===== src/rtl/l2_neuron_layer.sv =====
// l2_neuron_layer: layer-2 inference stage, decaying input traces feeding a three-neuron MAC and threshold winner spike
// Ports:
//   i_clk, i_rst_n   clock (posedge) and asynchronous active-low reset
//   i_event[6:1]     layer-1 spike pulses; each loads its input trace with p_ts_max
//   i_decay_tick     strobe that decrements every trace by p_decay, saturating at 0
//   i_weights        3 neurons x 6 inputs x p_width, neuron n input k at ((n-1)*6+(k-1))*p_width
//   i_thresholds     3 x (2*p_width+4), neuron n at (n-1)*(2*p_width+4)
//   o_ts             6 x (p_width+1) trace snapshot of the current/last evaluation
//   o_lv             3 x (2*p_width+4) potentials of the last evaluation
//   o_spikeout[3:1]  one-hot winner spike, held p_spike_clks cycles
//   o_busy           high whenever the FSM is not idle
// Optional feature: define L2_REFRACTORY_EN to add a refractory period after each spike.
module l2_neuron_layer #(
  parameter int p_width      = 8,
  parameter int p_ts_max     = 'hff,
  parameter int p_decay      = 1,
  parameter int p_spike_clks = 4,
  parameter int p_refrac     = 16
) (
  input  logic                       i_clk,
  input  logic                       i_rst_n,
  input  logic [6:1]                 i_event,
  input  logic                       i_decay_tick,
  input  logic [3*6*p_width-1:0]     i_weights,
  input  logic [3*(2*p_width+4)-1:0] i_thresholds,
  output logic [6*(p_width+1)-1:0]   o_ts,
  output logic [3*(2*p_width+4)-1:0] o_lv,
  output logic [3:1]                 o_spikeout,
  output logic                       o_busy
);
  localparam int tw = p_width + 1;
  localparam int lw = 2 * p_width + 4;
  localparam int cw = $clog2(p_spike_clks + p_refrac + 8);
`ifdef L2_REFRACTORY_EN
  typedef enum logic [2:0] {IDLE, MAC, CMP, SPIKE, REFRAC} state_t;
`else
  typedef enum logic [1:0] {IDLE, MAC, CMP, SPIKE} state_t;
`endif
  state_t state;
  logic [5:0] ev, pending;
  logic [cw-1:0] cnt;
  logic [2:0] mi, win;
  logic [tw-1:0] trace [6];
  logic [tw-1:0] trace_nxt [6];
  logic [tw-1:0] snap [6];
  logic [p_width-1:0] w [3][6];
  logic [lw-1:0] thr [3];
  logic [lw-1:0] acc [3];
  logic [lw-1:0] best;
  logic [2*p_width-1:0] prod [3];
  assign ev = i_event;
  assign mi = cnt[2:0];
  assign o_busy = state != IDLE;
  for (genvar k = 0; k < 6; k++) begin : g_ts
    assign o_ts[k*tw +: tw] = snap[k];
  end
  // Winner scan keeps the first strictly larger potential, so ties resolve to the lowest neuron.
  always_comb begin
    best = '0;
    win = '0;
    for (int n = 0; n < 3; n++) begin
      thr[n] = i_thresholds[n*lw +: lw];
      for (int k = 0; k < 6; k++) w[n][k] = i_weights[(n*6+k)*p_width +: p_width];
      prod[n] = (2*p_width)'(w[n][mi]) * (2*p_width)'(snap[mi][p_width-1:0]);
      if (acc[n] > thr[n] && (win == '0 || acc[n] > best)) begin
        best = acc[n];
        win = 3'(1 << n);
      end
    end
    for (int k = 0; k < 6; k++)
      trace_nxt[k] = ev[k] ? tw'(p_ts_max) : !i_decay_tick ? trace[k] :
                     trace[k] > tw'(p_decay) ? trace[k] - tw'(p_decay) : '0;
  end
  always_ff @(posedge i_clk or negedge i_rst_n) begin
    if (!i_rst_n) begin
      state <= IDLE;
      pending <= '0;
      cnt <= '0;
      o_spikeout <= '0;
      o_lv <= '0;
      for (int k = 0; k < 6; k++) begin
        trace[k] <= '0;
        snap[k] <= '0;
      end
      for (int n = 0; n < 3; n++) acc[n] <= '0;
    end else begin
      for (int k = 0; k < 6; k++) trace[k] <= trace_nxt[k];
      // Events seen while busy are remembered; IDLE consumes them when it starts an evaluation.
      pending <= pending | ev;
      case (state)
        IDLE: if (|(ev | pending)) begin
          for (int k = 0; k < 6; k++) snap[k] <= trace_nxt[k];
          for (int n = 0; n < 3; n++) acc[n] <= '0;
          pending <= '0;
          cnt <= '0;
          state <= MAC;
        end
        MAC: begin
          for (int n = 0; n < 3; n++) acc[n] <= acc[n] + lw'(prod[n]);
          cnt <= cnt + cw'(1);
          if (mi == 3'd5) state <= CMP;
        end
        CMP: begin
          for (int n = 0; n < 3; n++) o_lv[n*lw +: lw] <= acc[n];
          o_spikeout <= win;
          cnt <= '0;
          state <= win == '0 ? IDLE : SPIKE;
        end
        SPIKE: if (cnt == cw'(p_spike_clks - 1)) begin
          o_spikeout <= '0;
          cnt <= '0;
`ifdef L2_REFRACTORY_EN
          state <= REFRAC;
`else
          state <= IDLE;
`endif
        end else cnt <= cnt + cw'(1);
`ifdef L2_REFRACTORY_EN
        // Refractory events still load traces but never schedule an evaluation.
        REFRAC: begin
          pending <= pending;
          cnt <= cnt + cw'(1);
          if (cnt == cw'(p_refrac - 1)) state <= IDLE;
        end
`endif
        default: state <= IDLE;
      endcase
    end
  end
endmodule


===== config.mk =====
export PLATFORM = sky130hd
export DESIGN_NAME = l2_neuron_layer
export DESIGN_NICKNAME = d
export VERILOG_FILES = /design/src/rtl/l2_neuron_layer.sv
export SDC_FILE = /design/constraint.sdc
export NUM_CORES = 1
export LEC_CHECK = 0
export ABC_AREA = 0
export CORE_MARGIN = 2
export CORE_UTILIZATION = 35
export CTS_CLUSTER_DIAMETER = 40
export CTS_CLUSTER_SIZE = 8
export DETAILED_ROUTE_END_ITERATION = 7
export SYNTH_ARGS = -nofsm -noshare
export SYNTH_HDL_FRONTEND = slang
export SYNTH_SLANG_ARGS = --single-unit
export TNS_END_PERCENT = 20

===== constraint.sdc =====
create_clock -name i_clk -period 7.6 [get_ports i_clk]
set_input_delay 1.52 -clock i_clk [delete_from_list [all_inputs] [get_ports i_clk]]
set_output_delay 1.52 -clock i_clk [all_outputs]
set_load 0.01 [all_outputs]

Word-level counts from Yosys, hierarchy flattened
Cells that the tools add are included.
Widths: inputs -> output; s select.
{"block": "totals", "ff_bits": 244, "latch_bits": 0, "ramBits": 0, "rom_bits": 0, "inputBits": 213, "out_inout_bits": 118, "wordCells": 120, "n_memories": 0}
{"block": "classes", "n_addsub": 10, "mul": 3, "div_mod_pow": 0, "n_lt_le_gt_ge": 12, "eq_ne": 8, "n_shift": 0, "n_mux": 49, "bitwise_logic": 2, "reduce_logical": 16}
{"cell": "$mux 9", "n": 18}
{"cell": "$pmux 60 s2", "n": 1}
{"cell": "$gt 20x20->1", "n": 5}
{"cell": "$bmux 8 s3", "n": 3}
{"cell": "$mux 8", "n": 8}
{"cell": "$add 20x16->20", "n": 3}
{"cell": "$mux 60", "n": 1}
{"cell": "$gt 9x1->1 const B", "n": 6}
{"cell": "$sub 9x1->9 const B", "n": 6}
{"cell": "$mul 8x8->16", "n": 3}
{"cell": "$mux 20", "n": 2}
{"cell": "$bmux 9 s3", "n": 1}
{"cell": "$pmux 5 s4", "n": 1}
{"cell": "$mux 6", "n": 2}
{"cell": "$mux 2", "n": 5}
{"cell": "$mux 5", "n": 2}
{"cell": "$logic_not 3->1", "n": 3}
{"cell": "$pmux 2 s4", "n": 1}
{"cell": "$mux 3", "n": 2}
{"cell": "$ne 2x2->1 const B", "n": 3}
{"cell": "$or 6x6->6", "n": 1}
{"cell": "$pmux 3 s2", "n": 1}
{"cell": "$reduce_and 2->1", "n": 3}
{"cell": "$reduce_bool 2->1", "n": 3}
{"cell": "13 further kinds", "n": 16}

Longest topological paths before layout
{"block": "logic_depth", "depth_word": 13, "ltp_mapped": 27, "mapped_depth_nobuf": 24}

Worst setup path after synthesis
No wires, ideal clock.
{"block": "synth_timing", "path_type": "input to register", "from": "input port i_thresholds[19]", "to": "register o_spikeout[3] (netlist bit)", "setup_ns": 0.121, "arrival_ns": 6.559, "required_time_ns": 7.479, "slack_ns": 0.920, "cell_stages": 26, "path_buffers": 3, "cell_sequence": "inv_1 > ha_1 > nand3_1 > or3_1 > nand3b_1 > or3_1 > and2_1 > buf_2 > buf_1 > nand2_1 > ha_1 > a21o_1 > a21o_1 > a21o_1 > a211o_1 > or4_4 > a21o_1 > buf_6 > a32oi_1 > ha_1 > a21o_1 > a21o_1 > a211oi_1 > a31oi_1 > o21bai_1 > a22o_1"}
{"block": "synth_between", "elab_chain_len": 11, "word_cells_on_any_way": 15, "classes_between": "order compare (3); mux (6); reduce/logical (6)"}
{"item": "start: declaration", "line_no": "25", "text": "input logic [3*(2*p_width+4)-1:0] i_thresholds,"}
{"item": "$gt 20x20->1 (*)", "line_no": "65", "text": "if (acc[n] > thr[n] && (win == '0 || acc[n] > best)) begin"}
{"item": "$mux 20 or $mux 1 (tied branches)", "line_no": "65"}
{"item": "$gt 20x20->1 or $logic_not 3->1 (tied branches)", "line_no": "65"}
{"item": "$logic_or 1x1->1", "line_no": "65"}
{"item": "$logic_and 1x1->1", "line_no": "65"}
{"item": "$mux 20 or $mux 2 (tied branches)", "line_no": "65"}
{"item": "$gt 20x20->1 or $logic_not 3->1 (tied branches)", "line_no": "65"}
{"item": "$logic_or 1x1->1 (*)", "line_no": "65"}
{"item": "$logic_and 1x1->1 (*)", "line_no": "65"}
{"item": "$mux 3 (*)", "line_no": "65"}
{"item": "$pmux 3 s2 (*)", "line_no": "90", "text": "case (state)"}
{"item": "end signal: assignment", "line_no": "105", "text": "o_spikeout <= win;"}
{"item": "end: declaration", "line_no": "28", "text": "output logic [3:1] o_spikeout,"}
Every way passes the cells marked *; elsewhere a longest branch is shown, timed or not.
A chain may end at the register's enable or synchronous reset.

Worst setup path in the final report
{"block": "layout_timing", "from": "input port i_thresholds[18]", "to": "register o_spikeout[3] (netlist bit)"}
The elaborated chain is that of the path after synthesis.

==> Flow_metrics.wiki <==
{| class="wikitable"
! Metric !! Value
|-
| Initial antenna violation count || 0
|-
| Final Wtd Congestion || 0.8967
|-
| Initial Util || 35.29%
|-
| Die outline area || 64110 um^2
|-
| Data arrival time at the worst-slack endpoint || 7.53 ns
|-
| Buffer levels on the longest clock path || 3
|-
| Synthesized netlist cell count || 2417
|-
| Die H || 253.2 um
|-
| Average wire per cell in the routed design || 19.60 um
|-
| Portion of the post-synthesis area used by sequential elements || 28.09%
|-
| WHS || 0.4726 ns
|-
| Post-route cell area || 27730 um^2
|-
| Run status || complete, no violations
|-
| Area of the core region || 61600 um^2
|-
| Mean instance size in the synthesized netlist || 8.993 um^2
|-
| Placed Area || 26110 um^2
|-
| Category of the worst setup path capture point || flop
|-
| Number of flip-flops and latches in the synthesized netlist || 244
|-
| Count of cell types in the netlist || 64
|-
| Number of endpoints with negative hold slack in the final report || 0
|-
| Std-Cell Rows || 91
|-
| Wire length of the first global-routing pass || 109.7 mm
|-
| Die X || 253.2 um
|-
| Remaining design rule violation count || 0
|-
| CP Launch Type || input pin
|-
| Ratio of routed vias to standard cells || 5.051
|-
| Number of nets still failing antenna checks after routing || 0
|-
| Count of cells resized by post-cts repair || 0
|-
| Number of synthesized flops with an enable pin || 0
|-
| Clock tree from TritonCTS || done
|-
| CTS clock-pin slew for the worst setup and hold paths || 0.05 ns
|-
| Startpoint-to-endpoint class of the critical path || in -> reg
|-
| Clk_lat worst skew || 0.61 ns
|-
| Critical Path Fanout Max || 21
|-
| Overall via count from detail_route || 18.28k
|-
| Overflow after GRT || 0
|-
| Worst slew margin || 26.02%
|-
| Post-synth net total || 3017
|-
| Most used DFF post-synth || sky130_fd_sc_hd__dfrtp_1
|-
| Slew at the pin with the worst max-slew slack || 1.109 ns
|-
| Number of optimization iterations in the first detailed-route pass || 5
|-
| Final clock period utilization by the worst path || 92.57%
|-
| Share of async-settable or async-resettable flops after synthesis || 100.0%
|-
| Total number of yosys warnings || 0
|-
| Slew Limit Fails || 0
|-
| Net count of the finished layout || 3352
|-
| Setup Skew || 0.05623 ns
|-
| Share of the synthesized area in the top cell type || 28.09%
|-
| Netlist area before placement || 21740 um^2
|-
| Violation count after the first detailed-routing iteration || 1120
|-
| Max Cap Viol || 0
|-
| Most area-consuming cells after synthesis || sky130_fd_sc_hd__dfrtp_1 28%, sky130_fd_sc_hd__fa_1 14%, sky130_fd_sc_hd__ha_1 14%, sky130_fd_sc_hd__nand2_1 7.8%, sky130_fd_sc_hd__inv_1 5.8%
|-
| Slack of the critical path || 0.5648 ns
|-
| Final critical-path required period || 7.035 ns
|-
| Cts bufs inserted || 48
|-
| Global routing usage summed across all routing layers || 22.40%
|-
| Total of endpoints with negative setup slack in the final report || 0
|-
| Area used by multi-input combinational logic || 13990 um^2
|-
| Setup repair after global routing missed its margin || no
|-
| Count of hold-fix buffers inserted at cts || 0
|-
| Number of post-CTS setup repair buffers || 0
|-
| Number of inserted diodes || 0
|-
| I/O Buffers || 330
|-
| Setup tns final || 0 ns
|-
| Maximum number of pins on one net before global-route repair || 106
|-
| Number of global-route vias before repair || 19.16k
|-
| # fillers || 5985
|-
| Maximum achievable frequency || 142.1 MHz
|-
| DRT Wirelength || 70.92 mm
|-
| Post-synthesis cell type with the largest combined area || sky130_fd_sc_hd__dfrtp_1
|-
| Number of sinks on the clock net || 244
|-
| Area of all sequential standard cells || 6111 um^2
|-
| Min-delay worst type || reg -> reg
|-
| Clk Tree Root Cell || sky130_fd_sc_hd__clkbuf_16
|-
| Worst Setup Slack post-DPL || -0.02290 ns
|-
| I/O pin count || 331
|-
| Area added between synthesis and finish || 27.59%
|-
| CTS HTree Levels || 2
|-
| Required @ worst endpoint || 8.10 ns
|-
| Layout cell share with drive strength beyond 1 || 7.225%
|-
| Final HPWL from detailed placement || 56.44 mm
|}
-- worst paths after layout --
check	from	endpoint	slack, ns	depth (start not counted)
min	o_lv[57]	o_lv[57]	0.47	2
max	i_thresholds[18]	o_spikeout[3]	0.56	25
min reg2reg	o_lv[57]	o_lv[57]	0.47	2
min in group asynchronous	i_rst_n	o_lv[43]	0.95	1
max reg2reg	cnt[2]	acc[17]	1.05	19
max in group asynchronous	i_rst_n	cnt[0]	4.99	2
-- Yosys cell counts, types with 7 or more instances --
master / instances
sky130_fd_sc_hd__nand2_1: 449
sky130_fd_sc_hd__o31ai_1: 27
sky130_fd_sc_hd__and2_1: 11
sky130_fd_sc_hd__nor3_1: 30
sky130_fd_sc_hd__a32oi_1: 19
sky130_fd_sc_hd__buf_2: 11
sky130_fd_sc_hd__a21oi_1: 66
sky130_fd_sc_hd__mux2_2: 20
sky130_fd_sc_hd__nor2b_1: 38
sky130_fd_sc_hd__nor4_1: 8
sky130_fd_sc_hd__a221o_1: 7
sky130_fd_sc_hd__xor2_1: 42
sky130_fd_sc_hd__xnor2_1: 25
sky130_fd_sc_hd__a21o_1: 58
sky130_fd_sc_hd__ha_1: 237
sky130_fd_sc_hd__mux2i_1: 38
sky130_fd_sc_hd__o21ai_1: 18
sky130_fd_sc_hd__a31oi_1: 7
sky130_fd_sc_hd__nand3_1: 54
sky130_fd_sc_hd__nor2_1: 130
sky130_fd_sc_hd__a211oi_1: 25
sky130_fd_sc_hd__o21a_1: 10
sky130_fd_sc_hd__nand4_1: 14
sky130_fd_sc_hd__fa_1: 150
sky130_fd_sc_hd__dfrtp_1: 244
sky130_fd_sc_hd__mux4_2: 32
sky130_fd_sc_hd__inv_1: 337
sky130_fd_sc_hd__nand2b_1: 20
sky130_fd_sc_hd__o21ai_0: 118
sky130_fd_sc_hd__clkbuf_1: 67
sky130_fd_sc_hd__o21bai_1: 10
sky130_fd_sc_hd__or3_1: 7
-- routing by layer --
layer | global-route usage [%] | vias up | wire, um | part of all wire, %
li1 | - | 8720 | - | -
met1 | 29.51 | 8892 | 31500 | 44
met2 | 37.84 | 574 | 33400 | 47
met3 | 3.803 | 94 | 4152 | 5.9
met4 | 6.205 | 0 | 1875 | 2.6
met5 | 0 | - | 0 | 0
-- cell usage in the layout, fill, tap and decap left out, drive strengths merged, types with 8 or more instances in the layout --
| cell type | synthesis | layout |
|---|---|---|
| a21o | 58 | 58 |
| nand2 | 449 | 449 |
| xor2 | 42 | 42 |
| nor2b | 38 | 38 |
| nand3 | 54 | 54 |
| nor3 | 31 | 31 |
| and2 | 11 | 11 |
| nor4 | 8 | 8 |
| a32oi | 19 | 19 |
| mux2 | 20 | 20 |
| fa | 150 | 150 |
| nand2b | 20 | 20 |
| dfrtp | 244 | 244 |
| a211oi | 25 | 25 |
| mux2i | 38 | 38 |
| a31oi | 8 | 8 |
| xnor2 | 25 | 25 |
| o21bai | 10 | 10 |
| mux4 | 32 | 32 |
| o21a | 10 | 10 |
| a21oi | 66 | 66 |
| clkinv | 1 | 14 |
| o21ai | 136 | 136 |
| nor2 | 130 | 130 |
| o31ai | 27 | 27 |
| clkbuf | 67 | 57 |
| buf | 25 | 48 |
| ha | 237 | 237 |
| nand4 | 14 | 14 |
| clkdlybuf4s50 | 0 | 329 |
| inv | 337 | 338 |
-- area by class of cell --
| class | count | share of cell area [%] |
|---|---|---|
| multi-input combinational | 1743 | 50.46 |
| sequential | 244 | 22.03 |
| timing repair buffer | 377 | 13.29 |
| clock buffer | 57 | 4.670 |
| inverter | 338 | 4.575 |
| tap | 837 | 3.776 |
| clock inverter | 23 | 1.191 |
-- stage by stage --
stage,cells,util [%]
after floorplan,2417,-
after global placement,3539,42.38
after detailed placement,3539,42.38
after CTS,3619,45.02
after global routing,3619,45.02
final,3619,45.02
-- worst max-delay path, stage by stage --
cell and delay, ns:
sky130_fd_sc_hd__clkdlybuf4s50_1 0.46, sky130_fd_sc_hd__inv_1 0.04, sky130_fd_sc_hd__ha_1 0.29, sky130_fd_sc_hd__nand3_1 0.10
sky130_fd_sc_hd__or3_1 0.40, sky130_fd_sc_hd__nand3b_1 0.19, sky130_fd_sc_hd__o221ai_1 0.22, sky130_fd_sc_hd__and2_1 0.50
sky130_fd_sc_hd__buf_4 0.24, sky130_fd_sc_hd__nand2_1 0.06, sky130_fd_sc_hd__ha_1 0.32, sky130_fd_sc_hd__a21o_1 0.16
sky130_fd_sc_hd__a21o_1 0.17, sky130_fd_sc_hd__a211o_1 0.28, sky130_fd_sc_hd__or4_4 0.43, sky130_fd_sc_hd__a21o_1 0.41
sky130_fd_sc_hd__a32oi_1 0.32, sky130_fd_sc_hd__ha_1 0.28, sky130_fd_sc_hd__a21o_1 0.17, sky130_fd_sc_hd__nand3_1 0.07
sky130_fd_sc_hd__a21oi_1 0.07, sky130_fd_sc_hd__o31ai_1 0.27, sky130_fd_sc_hd__a31oi_1 0.17, sky130_fd_sc_hd__o21bai_1 0.18
sky130_fd_sc_hd__a22o_1 0.20
-- registers in the layout, indices dropped and copies added (netlist names) --
register    flops
o_spikeout      3
trace          54
state           2
o_ts           54
pending         6
cnt             5
acc            60
o_lv           60
-- logic make-up after synthesis --
group / count (synthesis) / synth area share, %
xor gates and xnor gates: 67 / 2.700
AOI/OAI and AO/OA: 407 / 12.11
DFF: 244 / 28.09
adders and majority gates: 387 / 27.46
buffers and inverters: 430 / 7.662
and+or+nand+nor: 792 / 15.88
muxes: 90 / 6.102
Power is left out: the tool's default activity adds up to more than one toggle a clock period on the data nets, which glitch-free logic cannot reach.
